File: config.mk
export PLATFORM = sky130hd
export DESIGN_NAME = semaforo_monitor_seguranca
export DESIGN_NICKNAME = d
export VERILOG_FILES = /design/src/rtl/semaforo_monitor_seguranca.sv
export SDC_FILE = /design/constraint.sdc
export NUM_CORES = 1
export LEC_CHECK = 0
export BUFFER_PORTS_ARGS = -buffer_cell sky130_fd_sc_hd__buf_2
export CAP_MARGIN = 20
export CORE_MARGIN = 4
export CORE_UTILIZATION = 50
export CTS_CLUSTER_SIZE = 40
export DETAILED_ROUTE_END_ITERATION = 8
export GPL_TIMING_DRIVEN = 0
export MAX_ROUTING_LAYER = met4
export PLACE_DENSITY_LB_ADDON = 0.08
export RECOVER_POWER = 100
export SYNTH_ARGS = -nofsm -noshare
export SYNTH_HDL_FRONTEND = slang
export SYNTH_SLANG_ARGS = --single-unit
File: constraint.sdc
create_clock -name clk -period 2.7 [get_ports clk]
set_clock_uncertainty 0.05 [all_clocks]
set_input_delay 0.135 -clock clk [delete_from_list [all_inputs] [get_ports clk]]
set_output_delay 0.135 -clock clk [all_outputs]
set_load 0.02 [all_outputs]
File: src/rtl/semaforo_monitor_seguranca.sv
// Safety monitor for the two-approach intersection: synchronises the lamp outputs, checks the
// intersection rules, latches the first fault code and requests a flashing-yellow override.
// Optional fault counter port enabled by defining MONITOR_FAULT_COUNT_EN.
module semaforo_monitor_seguranca #(
  parameter int unsigned MIN_YELLOW = 3,
  parameter int unsigned MAX_PHASE  = 20,
  parameter int unsigned LAMP_TOL   = 1,
  parameter int unsigned FLASH_HALF = 4,
  parameter int unsigned CNT_W      = 8
) (
  input  logic       clk,
  input  logic       reset,
  input  logic       light_A_GREEN,
  input  logic       light_A_YELLOW,
  input  logic       light_A_RED,
  input  logic       light_B_GREEN,
  input  logic       light_B_YELLOW,
  input  logic       light_B_RED,
  input  logic       p_light_A_GREEN,
  input  logic       p_light_A_RED,
  input  logic       p_light_B_GREEN,
  input  logic       p_light_B_RED,
  input  logic       clear_fault,
  output logic       fault,
  output logic [2:0] fault_code,
  output logic       flash_out
`ifdef MONITOR_FAULT_COUNT_EN
  ,
  output logic [7:0] fault_count
`endif
);

  localparam logic [2:0] ST_UNKNOWN = 3'd0;
  localparam logic [2:0] ST_G       = 3'd1;
  localparam logic [2:0] ST_Y       = 3'd2;
  localparam logic [2:0] ST_R       = 3'd3;
  localparam logic [2:0] ST_INVALID = 3'd4;

  localparam logic [CNT_W-1:0] MIN_YELLOW_C = CNT_W'(MIN_YELLOW);
  localparam logic [CNT_W-1:0] MAX_PHASE_C  = CNT_W'(MAX_PHASE);
  localparam logic [CNT_W-1:0] LAMP_TOL_C   = CNT_W'(LAMP_TOL);
  localparam logic [CNT_W-1:0] FLASH_LAST_C = CNT_W'(FLASH_HALF - 1);
  localparam logic [CNT_W-1:0] ONE_C        = CNT_W'(1);

  function automatic logic [CNT_W-1:0] sat_inc(input logic [CNT_W-1:0] x);
    return (x == '1) ? x : x + ONE_C;
  endfunction

  function automatic logic [2:0] decode(input logic [2:0] gyr);
    case (gyr)
      3'b100:  return ST_G;
      3'b010:  return ST_Y;
      3'b001:  return ST_R;
      default: return ST_INVALID;
    endcase
  endfunction

  function automatic logic is_valid(input logic [2:0] st);
    return (st == ST_G) || (st == ST_Y) || (st == ST_R);
  endfunction

  function automatic logic seq_bad(input logic [2:0] prv, input logic [2:0] cur);
    return is_valid(prv) && is_valid(cur) &&
           (((prv == ST_G) && (cur == ST_R)) ||
            ((prv == ST_Y) && (cur == ST_G)) ||
            ((prv == ST_R) && (cur == ST_Y)));
  endfunction

  logic [9:0]            lamps_raw;
  logic [9:0]            sync1_q, sync2_q;
  logic [1:0]            vld_q;
  logic [1:0][2:0]       st_cur;
  logic [1:0][2:0]       prev_q, prev_d;
  logic [1:0][CNT_W-1:0] yel_q, yel_d;
  logic [1:0][CNT_W-1:0] inv_q, inv_d;
  logic [5:0]            car_vec, vec_q, vec_d;
  logic [CNT_W-1:0]      run_q, run_d, run_now;
  logic [CNT_W-1:0]      fcnt_q, fcnt_d;
  logic                  fault_q, fault_d;
  logic [2:0]            code_q, code_d;
  logic                  flash_q, flash_d;
  logic                  v_conf, v_inv, v_ped, v_pinv, v_seq, v_short, v_wd;
  logic [2:0]            code_now;
  logic                  clr_ok;

  assign lamps_raw = {light_A_GREEN, light_A_YELLOW, light_A_RED,
                      light_B_GREEN, light_B_YELLOW, light_B_RED,
                      p_light_A_GREEN, p_light_A_RED, p_light_B_GREEN, p_light_B_RED};

  assign car_vec   = sync2_q[9:4];
  assign st_cur[0] = decode(sync2_q[9:7]);
  assign st_cur[1] = decode(sync2_q[6:4]);

  always_comb begin
    prev_d  = prev_q;
    yel_d   = yel_q;
    inv_d   = inv_q;
    vec_d   = vec_q;
    run_d   = run_q;
    v_inv   = 1'b0;
    v_seq   = 1'b0;
    v_short = 1'b0;
    run_now = ((car_vec == vec_q) && (run_q != '0)) ? sat_inc(run_q) : ONE_C;

    // vld_q marks synchronizer stages holding real samples, so reset zeros never look INVALID
    if (vld_q[1]) begin
      for (int unsigned i = 0; i < 2; i++) begin
        if ((st_cur[i] == ST_INVALID) && (inv_q[i] >= LAMP_TOL_C)) v_inv = 1'b1;
        if (seq_bad(prev_q[i], st_cur[i])) v_seq = 1'b1;
        if ((prev_q[i] == ST_Y) && (st_cur[i] == ST_R) && (yel_q[i] < MIN_YELLOW_C)) v_short = 1'b1;
        prev_d[i] = st_cur[i];
        yel_d[i]  = (st_cur[i] == ST_Y)       ? sat_inc(yel_q[i]) : '0;
        inv_d[i]  = (st_cur[i] == ST_INVALID) ? sat_inc(inv_q[i]) : '0;
      end
      vec_d = car_vec;
      run_d = run_now;
    end

    v_conf = vld_q[1] && (sync2_q[9] || sync2_q[8]) && (sync2_q[6] || sync2_q[5]);
    v_ped  = vld_q[1] && ((!sync2_q[2] && !sync2_q[7]) || (!sync2_q[0] && !sync2_q[4]));
    v_pinv = vld_q[1] && ((sync2_q[3] && sync2_q[2]) || (sync2_q[1] && sync2_q[0]));
    v_wd   = vld_q[1] && (run_now >= MAX_PHASE_C);

    if      (v_conf)  code_now = 3'd1;
    else if (v_inv)   code_now = 3'd2;
    else if (v_ped)   code_now = 3'd3;
    else if (v_pinv)  code_now = 3'd4;
    else if (v_seq)   code_now = 3'd5;
    else if (v_short) code_now = 3'd6;
    else if (v_wd)    code_now = 3'd7;
    else              code_now = 3'd0;

    clr_ok  = clear_fault && (code_now == 3'd0);
    fault_d = fault_q;
    code_d  = code_q;
    flash_d = flash_q;
    fcnt_d  = fcnt_q;

    if (clr_ok) begin
      fault_d = 1'b0;
      code_d  = 3'd0;
      flash_d = 1'b0;
      fcnt_d  = '0;
      prev_d  = {2{ST_UNKNOWN}};
      yel_d   = '0;
      inv_d   = '0;
      run_d   = '0;
    end else if (!fault_q && (code_now != 3'd0)) begin
      fault_d = 1'b1;
      code_d  = code_now;
      flash_d = 1'b1;
      fcnt_d  = '0;
    end else if (fault_q) begin
      if (fcnt_q == FLASH_LAST_C) begin
        flash_d = ~flash_q;
        fcnt_d  = '0;
      end else begin
        fcnt_d  = fcnt_q + ONE_C;
      end
    end
  end

  always_ff @(posedge clk or posedge reset) begin
    if (reset) begin
      sync1_q <= '0;
      sync2_q <= '0;
      vld_q   <= '0;
      prev_q  <= {2{ST_UNKNOWN}};
      yel_q   <= '0;
      inv_q   <= '0;
      vec_q   <= '0;
      run_q   <= '0;
      fcnt_q  <= '0;
      fault_q <= 1'b0;
      code_q  <= 3'd0;
      flash_q <= 1'b0;
    end else begin
      sync1_q <= lamps_raw;
      sync2_q <= sync1_q;
      vld_q   <= {vld_q[0], 1'b1};
      prev_q  <= prev_d;
      yel_q   <= yel_d;
      inv_q   <= inv_d;
      vec_q   <= vec_d;
      run_q   <= run_d;
      fcnt_q  <= fcnt_d;
      fault_q <= fault_d;
      code_q  <= code_d;
      flash_q <= flash_d;
    end
  end

  assign fault      = fault_q;
  assign fault_code = code_q;
  assign flash_out  = flash_q;

`ifdef MONITOR_FAULT_COUNT_EN
  logic [7:0] cnt_q;

  always_ff @(posedge clk or posedge reset) begin
    if (reset) begin
      cnt_q <= '0;
    end else if (!fault_q && fault_d && (cnt_q != 8'hFF)) begin
      cnt_q <= cnt_q + 8'd1;
    end
  end

  assign fault_count = cnt_q;
`endif

endmodule

==> out/metrics.sh <==
VIAS=3940
SYNTH.AVG_CELL_AREA_UM2=9.50
IO_PINS=18
YOSYSWARNINGS=0
MIN_PATH_TYPE='reg2reg'
SYNTH.CELL_AREA_UM2=4700
WORST-SETUP-PATH-TYPE='reg2reg'
GRT_MAX_DEGREE=61
OUTCOME='completed'
GR-USAGE-ALL-LAYERS_PCT=20.4
INITIAL_UTILIZATION_PCT=51.1
MAXSLEWHEADROOM_PCT=18.2
DRV.MAX_CAP_VIOLATION_COUNT=0
STARTPOINT_TYPE='flop'
MAX-CLOCK-PATH-BUFFERS=2
FIN_CRIT_NS=2.62
ROWS=35
MAX_FREQ_MHz=382
GRT_ANTENNA_BEFORE_REPAIR=0
SETUP-VIOLATIONS-FINAL=0
DIE_AREA_UM2=11000
CTS_TREE='done'
HTREE_NUM_LEVELS=3
N_ANTENNA_CELL=0
TIMING.FINAL.MAX_SLEW_VIOLATIONS=0
SYNTH_CELLS=495
DP_SLACK_NS=-0.0356
CTS_INSERTED_BUFFERS=9
SYNTH_ENABLE_FLOP_CELLS=0
SYNTH-SEQ-AREA-SHARE_PCT=46.3
CRITICAL_PATH.ENDPOINT_TYPE='flop'
DP_HPWL_UM=7240
DETAIL_ROUTE.WIRELENGTH_UM=10600
FINAL_UTIL_PCT=58.6
FILLER_CELL_COUNT=797
VIAS_PER_CELL=5.96
PORT_BUFFERS=17
FLOW.AREA_GROWTH_FROM_SYNTHESIS_PCT=14.6
NNETSFINAL=569
SYNTHESIS.NETS=519
GRT_PASS1_VIAS=3740
LAYOUT.CELLS.MOST_COMMON='sky130_fd_sc_hd__dfrtp_1'
FLOPS_LATCHES_SYNTH=87
LAYOUT-DRIVE-GT1-SHARE_PCT=15.3
GLOBAL_ROUTE.OVERFLOW_TOTAL=0
DETAIL_ROUTE.ITER0.VIOLATIONS=174
TIMING.FINAL.WS_SETUP_NS=0.0815
POWER_PER_CELL_AREA_nW_PER_UM2=568
SYNTH-ASYNC-RESET-RATIO_PCT=100
LAYOUT.AREA.SEQ_UM2=2180
DIE_H_UM=105
NETLIST-CELL-TYPE-COUNT=72
VDD.IR_DROP.WORST_V=0.000294
CP_DATA_ARRIVAL_TIME_NS=2.84
COREAREA_UM2=9200
MOST_FREQUENT_CELLS_IN_THE_LAYOUT='86 x sky130_fd_sc_hd__dfrtp_1, 60 x sky130_fd_sc_hd__nor2_1, 40 x sky130_fd_sc_hd__a21oi_1'
CLK_PIN_SLEW_NS=0.09
CLOCK_LATENCY_NS=0.35
CRIT_PATH_MAX_FANOUT=10
ROUTE.DETAILED.DRC=0
FINALCRITPERIODSHARE_PCT=97.0
CTS_SINK_CNT=87
GRT_PASS1_WL_UM=18100
FLOORPLAN.DIE.WIDTH_UM=105
WORST_SLEW_PIN_SLEW_NS=1.22
SYNTH_TOP_FLOP_CELL='sky130_fd_sc_hd__dfrtp_1'
POWER.STATIC_LEAKAGE_nW=2.26
LIBRARY_CELL_USED_AS_CLOCK_ROOT_BUFFER='sky130_fd_sc_hd__clkbuf_8'
CRIT_REQUIRED_NS=2.92
MULTI_INPUT_AREA_UM2=2390
DETAIL_ROUTE.WL_PER_CELL_UM=16.1
DRT_PRE_ANTENNA_ITERS=4
FINALHOLDVIOLCOUNT=0
ROUTE.ANTENNA.REMAINING_NETS=0
WEIGHTED_CONGESTION_AT_THE_END_OF_ROUTABILITY_DRIVEN_GLOBAL_PLACEMENT=0.884
==> kinds of logic (layout without fill, tap and decap cells) <==
| family | count (synthesis) | after routing | synth area share (%) |
|---|---|---|---|
| adders and majority gates | 11 | 11 | 2.93 |
| other | 1 | 1 | 0.0798 |
| AOI/OAI and AO/OA | 139 | 139 | 19.9 |
| xor gates and xnor gates | 11 | 11 | 2.05 |
| buffers and inverters | 46 | 101 | 4.39 |
| DFF | 87 | 87 | 46.3 |
| muxes | 8 | 8 | 1.86 |
| and+or+nand+nor | 192 | 192 | 22.5 |
==> state kept, by name, summed over array words and instances, names as in the netlist, 3 cells and up <==
| register | count |
|---|---|
| vec_q | 6 |
| run_q | 8 |
| yel_q | 16 |
| fault_code | 3 |
| sync2_q | 10 |
| sync1_q | 10 |
| prev_q | 6 |
| fcnt_q | 8 |
| inv_q | 16 |
==> metal layers <==
metal,GRT usage (%),share of wire [%]
met4,6.09,1.1
met1,27.3,46
met5,-,0
met3,2.96,4.5
met2,32.5,48
==> critical path, stage by stage, from the launching register on <==
cell	delay [ns]
sky130_fd_sc_hd__dfrtp_1	0.42
sky130_fd_sc_hd__buf_6	0.16
sky130_fd_sc_hd__xnor2_1	0.18
sky130_fd_sc_hd__nand4_1	0.16
sky130_fd_sc_hd__or4b_4	0.56
sky130_fd_sc_hd__a21oi_4	0.22
sky130_fd_sc_hd__nor3_4	0.09
sky130_fd_sc_hd__buf_4	0.14
sky130_fd_sc_hd__or4_1	0.49
sky130_fd_sc_hd__o221ai_1	0.08
==> power breakdown <==
part / total, mW / switching, mW / internal, mW
registers: 1.54 / 0.111 / 1.42
logic: 0.723 / 0.419 / 0.305
clock network: 0.803 / 0.467 / 0.336
total: 3.06 / 0.997 / 2.07
==> synth_stat cells, types with 9 or more instances <==
master,instances,share of area (%)
sky130_fd_sc_hd__dfrtp_1,87,46
sky130_fd_sc_hd__nor2_1,60,4.8
sky130_fd_sc_hd__a21oi_1,40,4.3
sky130_fd_sc_hd__nand2_1,30,2.4
sky130_fd_sc_hd__o21ai_0,29,3.1
sky130_fd_sc_hd__inv_1,22,1.8
sky130_fd_sc_hd__and3_1,17,2.3
sky130_fd_sc_hd__nand3_1,12,1.3
sky130_fd_sc_hd__clkbuf_1,11,0.88
sky130_fd_sc_hd__ha_1,11,2.9
sky130_fd_sc_hd__a31oi_1,10,1.3
sky130_fd_sc_hd__a211oi_1,9,1.4
sky130_fd_sc_hd__nor3_1,9,0.96
sky130_fd_sc_hd__xnor2_1,9,1.7
==> area by class of cell <==
type                    count  share of cell area (%)
plain buffers              23                    2.55
clock buffers              11                    2.44
clock inverters             5                   0.650
inverters                  23                    1.63
multi-input cells         362                    44.4
flip-flops and latches     87                    40.4
well taps                 111                    2.58
repair buffers             39                    5.29
==> repair_timing <==
action / in CTS / in global routing
endpoints found under the hold margin: 38 / 0
buffers inserted: 0 / 9
setup endpoints to repair: 11 / 50
pin swaps: 0 / 8
gates resized for setup: 2 / 18
hold buffers: 12 / 0
==> through the flow <==
step                      instances  setup TNS, ns  hold slack [ns]  total power [mW]  cell area, um2
after global routing            661        -0.0202            0.310              3.25            5390
after detailed placement        624         -0.297            0.105              2.20            4960
after global placement          623         -69.27            0.193              2.18            4930
final                           661              0            0.302              3.06            5390
after floorplan                 495              0            0.116              2.02            4700
after CTS                       652              0            0.269              3.02            5250
==> final timing paths <==
check                      slack [ns]  startpoint  depth (start not counted)         end
min reg2reg                      0.30  sync1_q[0]                          0  sync2_q[0]
max in group asynchronous        0.61       reset                          4    run_q[0]
min                              0.30  sync1_q[0]                          0  sync2_q[0]
min in group asynchronous        0.51       reset                          3   inv_q[12]
max                              0.08  sync2_q[6]                          9   fcnt_q[7]
max reg2reg                      0.08  sync2_q[6]                          9   fcnt_q[7]
Note: power is estimated with default switching activity, not from simulation.
